### src/rtl/bram_ctrl_pkg.sv
// bram_ctrl_pkg -- shared types and constants for the word-to-byte BRAM port
// controller.
//   state_t     : controller FSM states
//   BRAM_AW     : byte-port address width
//   BRAM_DW     : byte-port data width
//   WORD_BYTES  : bytes per word request
//   WORD_W      : word data width
//   ADDR_ALIGN_MASK : clears the byte-in-word bits of a request address
package bram_ctrl_pkg;

   localparam int BRAM_AW    = 12;
   localparam int BRAM_DW    = 8;
   localparam int WORD_BYTES = 4;
   localparam int WORD_W     = BRAM_DW * WORD_BYTES;
   localparam int KW         = $clog2(WORD_BYTES);

   localparam logic [BRAM_AW-1:0] ADDR_ALIGN_MASK = ~BRAM_AW'(WORD_BYTES - 1);

   typedef enum logic [1:0] {
      IDLE   = 2'd0,
      ACCESS = 2'd1,
      DRAIN  = 2'd2,
      RESP   = 2'd3
   } state_t;

endpackage

### src/rtl/bram_word_port_ctrl.sv
// bram_word_port_ctrl -- turns one 32-bit word request into four sequential
// accesses on an 8-bit synchronous BRAM port (1-cycle read latency), then
// returns a single response.
//
// Ports
//   clk, rst_n                 clock, asynchronous active-low reset
//   req_valid/req_ready        request handshake (ready only in IDLE)
//   req_we, req_addr,          write flag, byte address, little-endian data,
//   req_wdata, req_wstrb       per-byte write enables
//   rsp_valid/rsp_ready        response handshake (held until consumed)
//   rsp_rdata, rsp_err         read data (0 for writes), misalign error
//   bram_en, bram_we,          byte-port controls toward the external BRAM
//   bram_addr, bram_din
//   bram_dout                  byte-port read data, one cycle after access
//
// Build option
//   BRAM_CTRL_MISALIGN_CHK_EN  when defined, a request whose addr[1:0] != 0 is
//                              answered immediately with rsp_err = 1 and no
//                              BRAM access; otherwise addr[1:0] is ignored and
//                              rsp_err is tied low.
module bram_word_port_ctrl
   import bram_ctrl_pkg::*;
(
   input  logic               clk,
   input  logic               rst_n,
   input  logic               req_valid,
   output logic               req_ready,
   input  logic               req_we,
   input  logic [BRAM_AW-1:0] req_addr,
   input  logic [WORD_W-1:0]  req_wdata,
   input  logic [WORD_BYTES-1:0] req_wstrb,
   output logic               rsp_valid,
   input  logic               rsp_ready,
   output logic [WORD_W-1:0]  rsp_rdata,
   output logic               rsp_err,
   output logic               bram_en,
   output logic               bram_we,
   output logic [BRAM_AW-1:0] bram_addr,
   output logic [BRAM_DW-1:0] bram_din,
   input  logic [BRAM_DW-1:0] bram_dout
);

   state_t                  state_q, state_d;
   logic [BRAM_AW-1:0]      base_q;
   logic                    we_q;
   logic [WORD_W-1:0]       wdata_q;
   logic [WORD_BYTES-1:0]   wstrb_q;
   logic [WORD_W-1:0]       rdata_q;
   logic [KW-1:0]           k_q;
   logic [KW-1:0]           cap_idx;
   logic                    accept;
   logic                    misalign;
   logic                    cap_en;

   assign accept = req_valid && (state_q == IDLE);

`ifdef BRAM_CTRL_MISALIGN_CHK_EN
   logic err_q;
   assign misalign = (req_addr & ~ADDR_ALIGN_MASK) != '0;
`else
   assign misalign = 1'b0;
`endif

   // Byte k is returned by the BRAM during the cycle after it was issued.
   // k_q has already advanced by then, so the byte being returned is k_q-1;
   // in DRAIN k_q has wrapped to 0 and k_q-1 lands on byte 3.
   assign cap_idx = k_q - KW'(1);
   assign cap_en  = !we_q && (((state_q == ACCESS) && (k_q != '0)) ||
                              (state_q == DRAIN));

   // ---------------- next-state ----------------
   always_comb begin
      state_d = state_q;
      unique case (state_q)
         IDLE: begin
            if (accept) state_d = misalign ? RESP : ACCESS;
         end
         ACCESS: begin
            if (k_q == KW'(WORD_BYTES - 1)) state_d = we_q ? RESP : DRAIN;
         end
         DRAIN:   state_d = RESP;
         RESP: begin
            if (rsp_ready) state_d = IDLE;
         end
         default: state_d = IDLE;
      endcase
   end

   always_ff @(posedge clk or negedge rst_n) begin
      if (!rst_n) state_q <= IDLE;
      else        state_q <= state_d;
   end

   // ---------------- datapath ----------------
   always_ff @(posedge clk or negedge rst_n) begin
      if (!rst_n) begin
         base_q  <= '0;
         we_q    <= 1'b0;
         wdata_q <= '0;
         wstrb_q <= '0;
         rdata_q <= '0;
         k_q     <= '0;
      end else begin
         if (accept) begin
            base_q  <= req_addr & ADDR_ALIGN_MASK;
            we_q    <= req_we;
            wdata_q <= req_wdata;
            wstrb_q <= req_wstrb;
            rdata_q <= '0;   // writes and errored requests respond with 0
            k_q     <= '0;
         end else if (state_q == ACCESS) begin
            k_q <= k_q + KW'(1);
         end
         if (cap_en) rdata_q[cap_idx*BRAM_DW +: BRAM_DW] <= bram_dout;
      end
   end

`ifdef BRAM_CTRL_MISALIGN_CHK_EN
   always_ff @(posedge clk or negedge rst_n) begin
      if (!rst_n)      err_q <= 1'b0;
      else if (accept) err_q <= misalign;
   end
   assign rsp_err = (state_q == RESP) && err_q;
`else
   assign rsp_err = 1'b0;
`endif

   // ---------------- outputs ----------------
   // Port outputs are decoded from state so that an asynchronous reset
   // drops bram_en in the same instant, without waiting for a clock edge.
   always_comb begin
      req_ready = (state_q == IDLE);
      rsp_valid = (state_q == RESP);
      rsp_rdata = (state_q == RESP) ? rdata_q : '0;
      bram_en   = 1'b0;
      bram_we   = 1'b0;
      bram_addr = '0;
      bram_din  = '0;
      if (state_q == ACCESS) begin
         bram_en   = 1'b1;
         bram_addr = base_q + BRAM_AW'(k_q);
         if (we_q) begin
            bram_we  = wstrb_q[k_q];
            bram_din = wdata_q[k_q*BRAM_DW +: BRAM_DW];
         end
      end
   end

endmodule

### config.mk
export PLATFORM = sky130hd
export DESIGN_NAME = bram_word_port_ctrl
export DESIGN_NICKNAME = d
export VERILOG_FILES = /design/src/rtl/bram_ctrl_pkg.sv /design/src/rtl/bram_word_port_ctrl.sv
export SDC_FILE = /design/constraint.sdc
export NUM_CORES = 1
export LEC_CHECK = 0
export ABC_AREA = 1
export CAP_MARGIN = 20
export CORE_MARGIN = 2
export CORE_UTILIZATION = 50
export CTS_CLUSTER_DIAMETER = 80
export CTS_CLUSTER_SIZE = 25
export DETAILED_ROUTE_END_ITERATION = 6
export PLACE_DENSITY = 0.83
export SLEW_MARGIN = 20
export SYNTH_ARGS = -nofsm -noshare
export SYNTH_HDL_FRONTEND = slang
export SYNTH_SLANG_ARGS = --single-unit
### constraint.sdc
create_clock -name clk -period 2.4 [get_ports clk]
set_clock_uncertainty 0.15 [all_clocks]
set_input_delay 0.36 -clock clk [delete_from_list [all_inputs] [get_ports clk]]
set_output_delay 0.36 -clock clk [all_outputs]
set_load 0.05 [all_outputs]
==> results by group <==
Run status
  – Status: complete, but fails checks
  – Failing checks: negative setup slack

GRT
  – Initial antenna violation count: 0
  – Largest net degree at the start of global routing: 56
  – First-pass GRT wire length: 19,500 µm
  – Vias in the first global route: 4,326
  – GRT Total Usage: 24.3%
  – GR Overflow Total: 0

Synthesis
  – Sequential area share after synthesis: 44.3%
  – Synth cell types: 22
  – Synth area leaders: dfrtp_1 44%, nand2_1 21%, inv_1 8.5%
  – Count leader, synth: nand2_1
  – Synth Instances: 693
  – Syn avg cell area: 6.77 µm²
  – Post-Syn Nets: 766
  – Synth top area share: 44.3%
  – Synthesized cell area: 4690 µm²
  – Commonest cells in the synthesized netlist: 266 x nand2_1, 106 x inv_1, 94 x nor2_1
  – Post-synth ARST share: 100%
  – Post-synthesis sequential element count: 83
  – Synth area leader: dfrtp_1
  – EDFF count, synth: 0
  – Synth warn: 0
  – Ys flop type: dfrtp_1

Pwr
  – P_int: 3.80 mW
  – Net Sw Frac: 46.9%
  – Register share of total power: 30.7%
  – Comb power frac: 56.3%
  – Switch Pwr: 3.35 mW
  – PD cells: 1080 nW/µm²
  – Clock power share: 13.0%
  – VDD IR-drop max: 0.649 mV
  – P_leak: 3.57 nW

Cells and area
  – Cell area after layout: 6640 µm²
  – Area of the multi-input gates: 2000 µm²
  – Ant. Diodes: 0
  – FILL cells: 681
  – Nets: 869
  – Share of layout cells above drive strength 1: 11.9%
  – Final cell count without fillers: 912
  – Area grow syn2layout: 41.7%
  – Reg area: 2080 µm²

Worst setup path
  – Worst R2R Path Depth: 8
  – Crit path cell chain: inv_1, ha_1, nand2_1, a21oi_1, buf_12
  – Startpoint types: flop
  – Critical path's largest stage delay: 0.43 ns
  – End of the critical path: bram_we
  – Crit path depth: 5
  – Worst r2r src: k_q[0]$_DFFE_PN0P_
  – Crit path max-delay family: flip-flops
  – Crit. Startpoint: state_q[1]$_DFFE_PN0P_
  – Crit Path Class: flop to output port
  – Slowest-stage cell, CP: dfrtp_1
  – Buffers and inverters on the worst path: 2
  – Worst Path Arrival: 1.90 ns
  – FF-to-FF End: rdata_q[19]$_DFF_PN0_
  – Crit. End Element: output port
  – CP required: 1.89 ns
  – Max FO, Critical Path: 9
  – Reg2Reg Setup Slack: 0.28 ns

Placement
  – Post-DP HPWL: 8450 µm
  – Port bufs: 114
  – Placed Area: 6450 µm²
  – DP Cell Count: 895
  – Final GP Congestion: 0.936

Clock network
  – TritonCTS buffer count: 9
  – Reg clk slew, reported paths: 0.08 ns
  – Post-CTS Setup Bufs: 0
  – Post-CTS sizing: 0
  – CTS tree: done
  – # H-tree levels: 3
  – Sink Count: 83
  – Skew-Pair Late Insertion Delay: 0.36 ns
  – Maximum buffer depth of the clock tree: 2
  – CTS root buf: clkbuf_8

Detailed routing
  – Routed Antenna Nets: 0
  – Drt first pass iters: 5
  – Via density: 4.98
  – DR DRC count: 0
  – Drt initial violations: 277
  – WL per Instance: 12.8 µm
  – Post-Route WL: 11,700 µm
  – Vias: 4,542

Die
  – Num rows: 35
  – Core Box Area: 9150 µm²
  – Die height: 101 µm
  – Initial Utilization: 51.2%
  – Die area: 10,200 µm²
  – Top-Level Pins: 118
  – Die Wd: 101 µm

STA
  – Hold Vio Cnt, Final: 0
  – Tcrit/Tclk final: 101%
  – Worst-Margin Slew: 0.688 ns
  – Final Max Tran Viols: 0
  – Final worst slack: -0.0146 ns
  – Final setup viols: 1
  – Minimum clock period: 2.41 ns
  – Relative slew slack: 54.2%
  – RSZ-0062 raised after global routing: true
  – Max Fclk: 0.414 GHz

Hold path
  – Hold crit path type: flop to flop

Run
  – Max-cap violations: 0
==> power groups by stage <==
| stage | Clock [mW] | Combinational (mW) | Sequential (mW) |
|---|---|---|---|
| after floorplan | 0 | 2.72 | 2.15 |
| after global placement | 0 | 3.84 | 2.19 |
| after detailed placement | 0 | 3.98 | 2.22 |
| after CTS | 0.943 | 4.02 | 2.19 |
| after global routing | 0.993 | 4.43 | 2.25 |
| final | 0.930 | 4.03 | 2.20 |
==> cells in the final DEF, fill, tap and decap left out <==
cell and n:
nand2_1 266, inv_1 106, nor2_1 94, dfrtp_1 83, buf_12 59, clkdlybuf4s50_1 57
nand3_1 54, o21ai_0 20, ha_1 12, buf_4 11, a21oi_1 10, clkbuf_8 10
inv_2 3, clkinvlp_4 3, o21ai_1 2, clkinv_2 2, nand2_4 1, a21oi_4 1
nand2_2 1, nand3_2 1, nor2_2 1, nor3_2 1, conb_1 1, clkinv_4 1
dlygate4sd3_1 1
==> tightest hold or removal path: cells and delay by family, from the launching register on <==
kind / cells / cell delay [ns]
flops: 1 / 0.35
simple gates: 2 / 0.10
==> stage by stage <==
step	TNS [ns]	hold slack [ns]	setup WS (ns)	utilization (%)	power, mW
4_1_cts	0	0.338	0.00212	72.6	7.16
3_3_place_gp	0	0.284	0.439	70.5	6.03
3_5_place_dp	0	0.294	0.387	70.5	6.20
5_1_grt	-0.362	0.353	-0.0768	72.6	7.68
2_1_floorplan	-2.60	-0.0856	-0.289	-	4.87
6_report	-0.0146	0.336	-0.0146	72.6	7.15
==> area by class of cell <==
cell class | count | share of cell area (%)
clock inverters | 6 | 0.621
multi-input cells | 465 | 30.0
repair buffers | 128 | 27.8
clock buffers | 10 | 2.07
flip-flops and latches | 83 | 31.3
well taps | 111 | 2.09
inverters | 109 | 6.16
==> layer usage <==
layer / vias up / routed length (µm) / GRT usage (%)
li1: 2242 / - / -
met1: 2060 / 4530 / 29.0
met2: 203 / 5900 / 42.4
met3: 37 / 886 / 5.13
met4: 0 / 403 / 10.1
met5: - / 0 / 0
==> how the worst min path moves through the flow <==
stage	startpoint	end	slack, ns	cells past startpoint
after floorplan	rst_n	base_q[10]$_DFFE_PN0P_	-0.09	0
final	wdata_q[17]$_DFFE_PN0P_	wdata_q[17]$_DFFE_PN0P_	0.34	2
after detailed placement	rst_n	rdata_q[9]$_DFF_PN0_	0.29	1
after CTS	wdata_q[22]$_DFFE_PN0P_	wdata_q[22]$_DFFE_PN0P_	0.34	2
after global routing	wstrb_q[2]$_DFFE_PN0P_	wstrb_q[2]$_DFFE_PN0P_	0.35	2
after global placement	rst_n	rdata_q[9]$_DFF_PN0_	0.28	1
==> state kept, by name, indices dropped and copies added, names as in the netlist <==
name     count
state_q      2
k_q          2
wdata_q     32
base_q      10
rdata_q     32
we_q         1
wstrb_q      4
==> logic make-up after synthesis <==
| kind of cell | count (synthesis) | synth area share (%) |
|---|---|---|
| other cells | 1 | 0.0800 |
| fa+ha+maj | 12 | 3.20 |
| compound gates | 33 | 3.76 |
| buf+inv | 145 | 13.2 |
| flops | 83 | 44.3 |
| simple gates | 419 | 35.5 |
==> repair_timing <==
action                                  in CTS  in global routing
hold buffers                                 1                  0
endpoints found under the setup margin       0                 10
hold endpoints to repair                    51                  0
Note: power is estimated with default switching activity, not from simulation.
